### src/rtl/mem_port_arbiter_pkg.sv
// Shared definitions for the I/D memory port arbiter: requester IDs and the
// ownership tag carried alongside each in-flight memory request.
package mem_port_arbiter_pkg;

  localparam logic REQ_I = 1'b0;
  localparam logic REQ_D = 1'b1;

  typedef struct packed {
    logic valid;
    logic owner;
  } tag_t;

  localparam int TAG_W = $bits(tag_t);

endpackage

### src/rtl/mem_port_arbiter_tag_delay_line.sv
// Ownership tag delay line matching the memory pipeline depth, plus the
// generic enable/reset register cell it is built from.
module Nbit_reg #(
  parameter int             N           = 1,
  parameter logic [N-1:0]   RESET_VALUE = '0
) (
  input  logic         clk,
  input  logic         rst,
  input  logic         we,
  input  logic [N-1:0] d,
  output logic [N-1:0] q
);

  always_ff @(posedge clk) begin
    if (rst)
      q <= RESET_VALUE;
    else if (we)
      q <= d;
  end

endmodule

module tag_delay_line
  import mem_port_arbiter_pkg::*;
#(
  parameter int LATENCY = 8
) (
  input  logic             clk,
  input  logic             rst,
  input  logic             gwe,
  input  logic [TAG_W-1:0] tag_in,
  output logic [TAG_W-1:0] tag_out
);

  logic [TAG_W-1:0] stage [0:LATENCY];

  assign stage[0] = tag_in;

  // Each register advances only with gwe so tags stay aligned with memory.
  for (genvar k = 0; k < LATENCY; k++) begin : g_stage
    Nbit_reg #(.N(TAG_W)) u_reg (
      .clk (clk),
      .rst (rst),
      .we  (gwe),
      .d   (stage[k]),
      .q   (stage[k+1])
    );
  end

  assign tag_out = stage[LATENCY];

endmodule

### src/rtl/mem_port_arbiter.sv
// Round-robin arbiter sharing one fixed-latency memory port between the I and
// D miss paths, with per-requester in-flight limits and response steering.
module mem_port_arbiter
  import mem_port_arbiter_pkg::*;
#(
  parameter int ADDR_W  = 16,
  parameter int DATA_W  = 16,
  parameter int LATENCY = 8,
  parameter int MAX_OUT = 2
) (
  input  logic              clk,
  input  logic              gwe,
  input  logic              rst,
  input  logic              i_req,
  input  logic [ADDR_W-1:0] i_addr,
  input  logic              i_we,
  input  logic [DATA_W-1:0] i_wdata,
  output logic              i_gnt,
  output logic              i_rsp_valid,
  output logic [DATA_W-1:0] i_rsp_data,
  input  logic              d_req,
  input  logic [ADDR_W-1:0] d_addr,
  input  logic              d_we,
  input  logic [DATA_W-1:0] d_wdata,
  output logic              d_gnt,
  output logic              d_rsp_valid,
  output logic [DATA_W-1:0] d_rsp_data,
  output logic              mem_req_valid,
  output logic [ADDR_W-1:0] mem_addr,
  output logic              mem_we,
  output logic [DATA_W-1:0] mem_wdata,
  input  logic [DATA_W-1:0] mem_rsp_data
);

  localparam int               CNT_W   = $clog2(MAX_OUT + 1);
  localparam logic [CNT_W-1:0] CNT_MAX = CNT_W'(MAX_OUT);

  logic [CNT_W-1:0] cnt_i, cnt_d;
  logic             last_gnt;
  logic             active, elig_i, elig_d, grant, winner;
  tag_t             tag_in, tag_out;
  logic [TAG_W-1:0] tag_out_bits;

  // Saturating so a counter can never wrap even if inc/dec were misused.
  function automatic logic [CNT_W-1:0] next_count(input logic [CNT_W-1:0] c,
                                                  input logic inc, input logic dec);
    if (inc && !dec && c != CNT_MAX)
      return c + CNT_W'(1);
    else if (dec && !inc && c != '0)
      return c - CNT_W'(1);
    else
      return c;
  endfunction

  always_comb begin
    active = gwe && !rst;
    elig_i = i_req && (cnt_i < CNT_MAX);
    elig_d = d_req && (cnt_d < CNT_MAX);
    grant  = active && (elig_i || elig_d);
    if (elig_i && elig_d)
      winner = ~last_gnt;
    else
      winner = elig_d ? REQ_D : REQ_I;
  end

  assign i_gnt         = grant && (winner == REQ_I);
  assign d_gnt         = grant && (winner == REQ_D);
  assign mem_req_valid = grant;
  assign mem_addr      = (winner == REQ_D) ? d_addr  : i_addr;
  assign mem_we        = grant && ((winner == REQ_D) ? d_we : i_we);
  assign mem_wdata     = (winner == REQ_D) ? d_wdata : i_wdata;

  assign tag_in.valid = grant;
  assign tag_in.owner = winner;

  tag_delay_line #(.LATENCY(LATENCY)) u_tags (
    .clk     (clk),
    .rst     (rst),
    .gwe     (gwe),
    .tag_in  (tag_in),
    .tag_out (tag_out_bits)
  );

  assign tag_out     = tag_t'(tag_out_bits);
  assign i_rsp_valid = active && tag_out.valid && (tag_out.owner == REQ_I);
  assign d_rsp_valid = active && tag_out.valid && (tag_out.owner == REQ_D);
  assign i_rsp_data  = mem_rsp_data;
  assign d_rsp_data  = mem_rsp_data;

  always_ff @(posedge clk) begin
    if (rst) begin
      cnt_i    <= '0;
      cnt_d    <= '0;
      last_gnt <= REQ_D;
    end else if (gwe) begin
      cnt_i <= next_count(cnt_i, i_gnt, i_rsp_valid);
      cnt_d <= next_count(cnt_d, d_gnt, d_rsp_valid);
      if (grant)
        last_gnt <= winner;
    end
  end

endmodule
### config.mk
export PLATFORM = sky130hd
export DESIGN_NAME = mem_port_arbiter
export DESIGN_NICKNAME = d
export VERILOG_FILES = /design/src/rtl/mem_port_arbiter_pkg.sv /design/src/rtl/mem_port_arbiter_tag_delay_line.sv /design/src/rtl/mem_port_arbiter.sv
export SDC_FILE = /design/constraint.sdc
export NUM_CORES = 1
export LEC_CHECK = 0
export CORE_MARGIN = 2
export CORE_UTILIZATION = 27
export DETAILED_ROUTE_END_ITERATION = 8
export GPL_ROUTABILITY_DRIVEN = 0
export GPL_TIMING_DRIVEN = 0
export MAX_ROUTING_LAYER = met4
export PLACE_DENSITY = 0.78
export SLEW_MARGIN = 20
export SYNTH_ARGS = -nofsm -noshare
export SYNTH_HDL_FRONTEND = slang
export SYNTH_SLANG_ARGS = --single-unit
### constraint.sdc
create_clock -name clk -period 1.3 [get_ports clk]
set_input_delay 0.26 -clock clk [delete_from_list [all_inputs] [get_ports clk]]
set_output_delay 0.26 -clock clk [all_outputs]
set_load 0.01 [all_outputs]
==> results.md <==
Yosys:
- After synthesis, the mean cell area works out to 6.88 sq um.
- The most common cell in the netlist is sky130_fd_sc_hd__nand2_1.
- The share of synthesized area in the top cell type comes to 0.268.
- In the synthesized netlist the async set-or-reset flop fraction comes to 0.
- The mapped netlist covers 0.00157 sq mm.
- The most common flop cell mapped by yosys is sky130_fd_sc_hd__dfxtp_1.
- Counting flops with a built-in enable in the synthesized netlist gives 0.
- The number of storage elements in the synthesis netlist is 21.
- Yosys printed 0 warnings.
- The share of the Yosys chip area taken by registers is 0.268.
- When the netlist entered floorplanning its net count stood at 315.
- The commonest cells after synthesis are sky130_fd_sc_hd__nand2_1 (102), sky130_fd_sc_hd__buf_4 (34), sky130_fd_sc_hd__dfxtp_1 (21), sky130_fd_sc_hd__mux2i_1 (14), sky130_fd_sc_hd__nor2_1 (14).
- The cell count after synthesis came out at 228.
- The cell type with the largest total area after synthesis is sky130_fd_sc_hd__dfxtp_1.
- The post-synthesis cell type count is 31.
- Sorting the synthesized cells by area gives the leading types as sky130_fd_sc_hd__dfxtp_1 (27%), sky130_fd_sc_hd__nand2_1 (24%), sky130_fd_sc_hd__buf_4 (16%), sky130_fd_sc_hd__mux2i_1 (8.9%), sky130_fd_sc_hd__nor2_1 (3.4%).

Power and ir drop:
- The part of the power in combinational logic is 0.500.
- Internal power comes to 1.53 mW.
- The switching power is 0.670 mW.
- IR analysis of the VDD net gives a maximum drop of around 0.66 mV.
- Overall power consumption after layout is estimated at 2.20 mW.
- The part of the total power dissipated in sequential elements is 0.300.
- The clock network power share is 0.200.
- In this run the static leakage power is 1.79 nW.
- The power per cell area is between 600 and 700 mW/mm^2.
- Of the total power, the share spent switching nets is 0.304.

GRT:
- Entering global routing, the biggest net connects 14 pins.
- The total grt overflow is 0.
- For this run, the total global-route usage over all layers was measured as 0.212.
- The number of global-route vias before repair is 2025.
- The number of antenna violations at the first check in global routing is 0.
- The first global-routing pass estimated around 10 mm of wire.

Floorplanning:
- The count of pins on the block boundary is 157.
- After floorplanning, the core was divided into 27 placement rows.
- The die covers approximately 0.0064 sq mm.
- The total area inside the core boundary comes to 0.00557 sq mm.
- The die outline width is 80.2 um.
- For this configuration, the core starts out at a cell density of 0.281.
- The die extent in y is 80.2 um.

Layout:
- The number of inserted diodes is 0.
- Fill cells in the final layout number 465.
- The area of all sequential standard cells is 437 sq um.
- The proportion of layout cells with a drive suffix above 1 is 0.454.
- Summing all multi-input logic gate instances after layout gives 0.00103 sq mm.
- The finished layout holds about 480 standard cells, fillers aside.
- The design area is 0.00363 sq mm.
- For this run, the post-layout net count is 500.
- The growth of design area from synthesis to finish is 132%.

Timing:
- The maximum clock rate is 0.566 GHz.
- The sum of negative setup slack is -16110 ps.
- The worst-case setup margin in the final layout is -467 ps.
- Setup repair after global routing could not meet its margin everywhere.
- The total count of max-transition violations in the final report came to 0.
- Setup violations remaining at the end of the flow were counted as 41.
- The headroom to the max-slew limit is 0.652.
- Clock skew on the completed layout was measured at 6.33 ps.
- The count of endpoints failing hold in the final timing report is 0.
- At the pin with the least slew margin, the transition time is 522 ps.
- The clock period minus final worst setup slack is 1770 ps.
- In the finished design, the share of the clock period the worst path needs comes to 1.36.

Worst setup path:
- At the worst endpoint, the required time is 1040 ps.
- The category of the worst setup path capture point is an output pin.
- The start-to-end type of the worst setup path is register to output pin.
- Measured in cells, the most critical reg-to-reg path has a length of 7.
- The maximum net fanout on the critical path is 8.
- The critical path startpoint category is a register.
- The signal arrival time at the worst endpoint is about 1500 ps.

Hold path:
- The number of cells traversed by the worst hold path is 2.
- The class of the worst hold path is input port to register.

Place:
- The wire-length estimate of the detail-placed layout is just under 5 mm.
- Buffers placed on the I/O ports in this run total 140.
- Once placement finished, the instance area stood at 0.00307 sq mm.
- After detailed placement, the design holds a cell count of 440.

Drt:
- The first detailed-routing pass ran for 4 iterations.
- The initial detailed-routing violation count is 55.
- Detailed routing inserted a total of 2149 vias.
- After detailed routing, the average wire length per cell comes to about 15 um.
- In the routed layout, each cell is associated on average with a via count of ~4.4.
- Summed over all nets, wire length on met2 after detailed routing comes to 3.86 mm.
- The DRC violations left is 0.
- The met1 layer wirelength in the final routing is 2.64 mm.
- The number of nets with antenna violations after detailed routing is 0.
- The highest metal layer with signal wires is met4.
- The final wirelength is 7.15 mm.
- The routed length on met3 is 446 um.

Job:
- Max-cap violations in this run came to 0.

CTS:
- The number of hold buffers added after CTS was 0.
- Counting the buffers created by CTS gives 3.
- TritonCTS built the clock tree.
- CTS placed an instance of sky130_fd_sc_hd__clkbuf_8 at the clock tree root.
- The clock network latency to the later pin of the worst-skew pair is about 270 ps.
- The clock sink total is 21.
- The clock passes through at most 2 buffers.
- CTS built an H-tree with a depth of 1.
- The clock transition time at the flip-flop clock pins of the worst setup and hold paths is ~80 ps.

Status:
- The flow ran to the end, but the final reports show violations.
- The checks that failed: negative setup slack.
==> critical path, cell delays in order, from the launching register on <==
cell and delay [ps]:
sky130_fd_sc_hd__dfxtp_4 360, sky130_fd_sc_hd__nand2b_4 160, sky130_fd_sc_hd__a21oi_4 150, sky130_fd_sc_hd__buf_12 140, sky130_fd_sc_hd__buf_8 110, sky130_fd_sc_hd__buf_6 110
sky130_fd_sc_hd__nand2_2 40, sky130_fd_sc_hd__nand2_1 40, sky130_fd_sc_hd__buf_2 130
==> state kept, by name, summed over array words and instances (netlist names) <==
| register | cells |
|---|---|
| last_gnt | 1 |
| u_tags.g_stage.u_reg.q | 16 |
| cnt_d | 2 |
| cnt_i | 2 |
==> placed cells by master (no fill, tap or decap), types with 2 or more instances in the layout <==
cell type | netlist | final
sky130_fd_sc_hd__nand2_1 | 102 | 62
sky130_fd_sc_hd__buf_12 | 0 | 2
sky130_fd_sc_hd__dfxtp_1 | 21 | 16
sky130_fd_sc_hd__nand2b_1 | 3 | 2
sky130_fd_sc_hd__nand2_2 | 0 | 36
sky130_fd_sc_hd__clkbuf_1 | 2 | 2
sky130_fd_sc_hd__clkdlybuf4s50_1 | 0 | 98
sky130_fd_sc_hd__nand2_4 | 0 | 5
sky130_fd_sc_hd__nor2b_4 | 1 | 3
sky130_fd_sc_hd__nor2_1 | 14 | 14
sky130_fd_sc_hd__buf_2 | 3 | 23
sky130_fd_sc_hd__dfxtp_4 | 0 | 4
sky130_fd_sc_hd__clkbuf_8 | 0 | 3
sky130_fd_sc_hd__buf_4 | 34 | 56
sky130_fd_sc_hd__mux2i_1 | 14 | 14
sky130_fd_sc_hd__inv_2 | 1 | 2
sky130_fd_sc_hd__a21oi_1 | 8 | 5
sky130_fd_sc_hd__buf_6 | 3 | 37
sky130_fd_sc_hd__a21oi_2 | 1 | 3
==> final timing paths <==
check                                             startpoint                           end  slack (ps)
worst min-delay path                                     rst  u_tags.g_stage[0].u_reg.q[1]         220
worst max-delay path                                cnt_d[1]                  mem_addr[11]        -470
worst max register to register                      cnt_d[1]                      cnt_i[0]        -260
worst min register to register  u_tags.g_stage[0].u_reg.q[1]  u_tags.g_stage[0].u_reg.q[1]         470
==> per-stage QoR <==
stage	utilization	hold slack [ps]	worst slack, ps
6_report	0.651	222	-467
5_1_grt	0.651	218	-525
4_1_cts	0.625	286	-460
3_5_place_dp	0.550	465	-1080
3_3_place_gp	0.550	458	-1050
2_1_floorplan	-	371	-3.72
==> power by group through the flow <==
stage / sequential (mW) / combinational, mW / clock [mW]
after floorplan: 0.681 / 0.374 / 0
after global placement: 0.683 / 0.922 / 0
after detailed placement: 0.684 / 0.933 / 0
after CTS: 0.662 / 1.04 / 0.442
after global routing: 0.663 / 1.17 / 0.482
final: 0.662 / 1.10 / 0.441
==> cell type report <==
class | instances | share of cell area
inverters | 3 | 0.00310
repair buffers | 179 | 0.462
multi-input cells | 163 | 0.283
clock inverters | 1 | 0.00207
well taps | 72 | 0.0248
plain buffers | 42 | 0.0931
clock buffers | 3 | 0.0114
flip-flops and latches | 21 | 0.120
==> kinds of logic after synthesis <==
family / synth area share
muxes: 0.0894
DFF: 0.268
xor gates and xnor gates: 0.0112
and+or+nand+nor: 0.360
buffers and inverters: 0.206
AOI/OAI and AO/OA: 0.0654
==> what timing repair did <==
action / 4_1_cts / 5_1_grt
buffers inserted: 28 / 9
pin swaps: 64 / 14
gates resized for setup: 250 / 31
endpoints found under the hold margin: 0 / 0
cloned: 6 / 0
endpoints found under the setup margin: 51 / 44
==> layer usage <==
layer | up-vias | track usage
li1 | 1057 | -
met1 | 987 | 0.219
met2 | 86 | 0.406
met5 | - | -
met3 | 19 | 0.0360
met4 | 0 | 0.0627
Note: power is estimated with default switching activity, not from simulation.
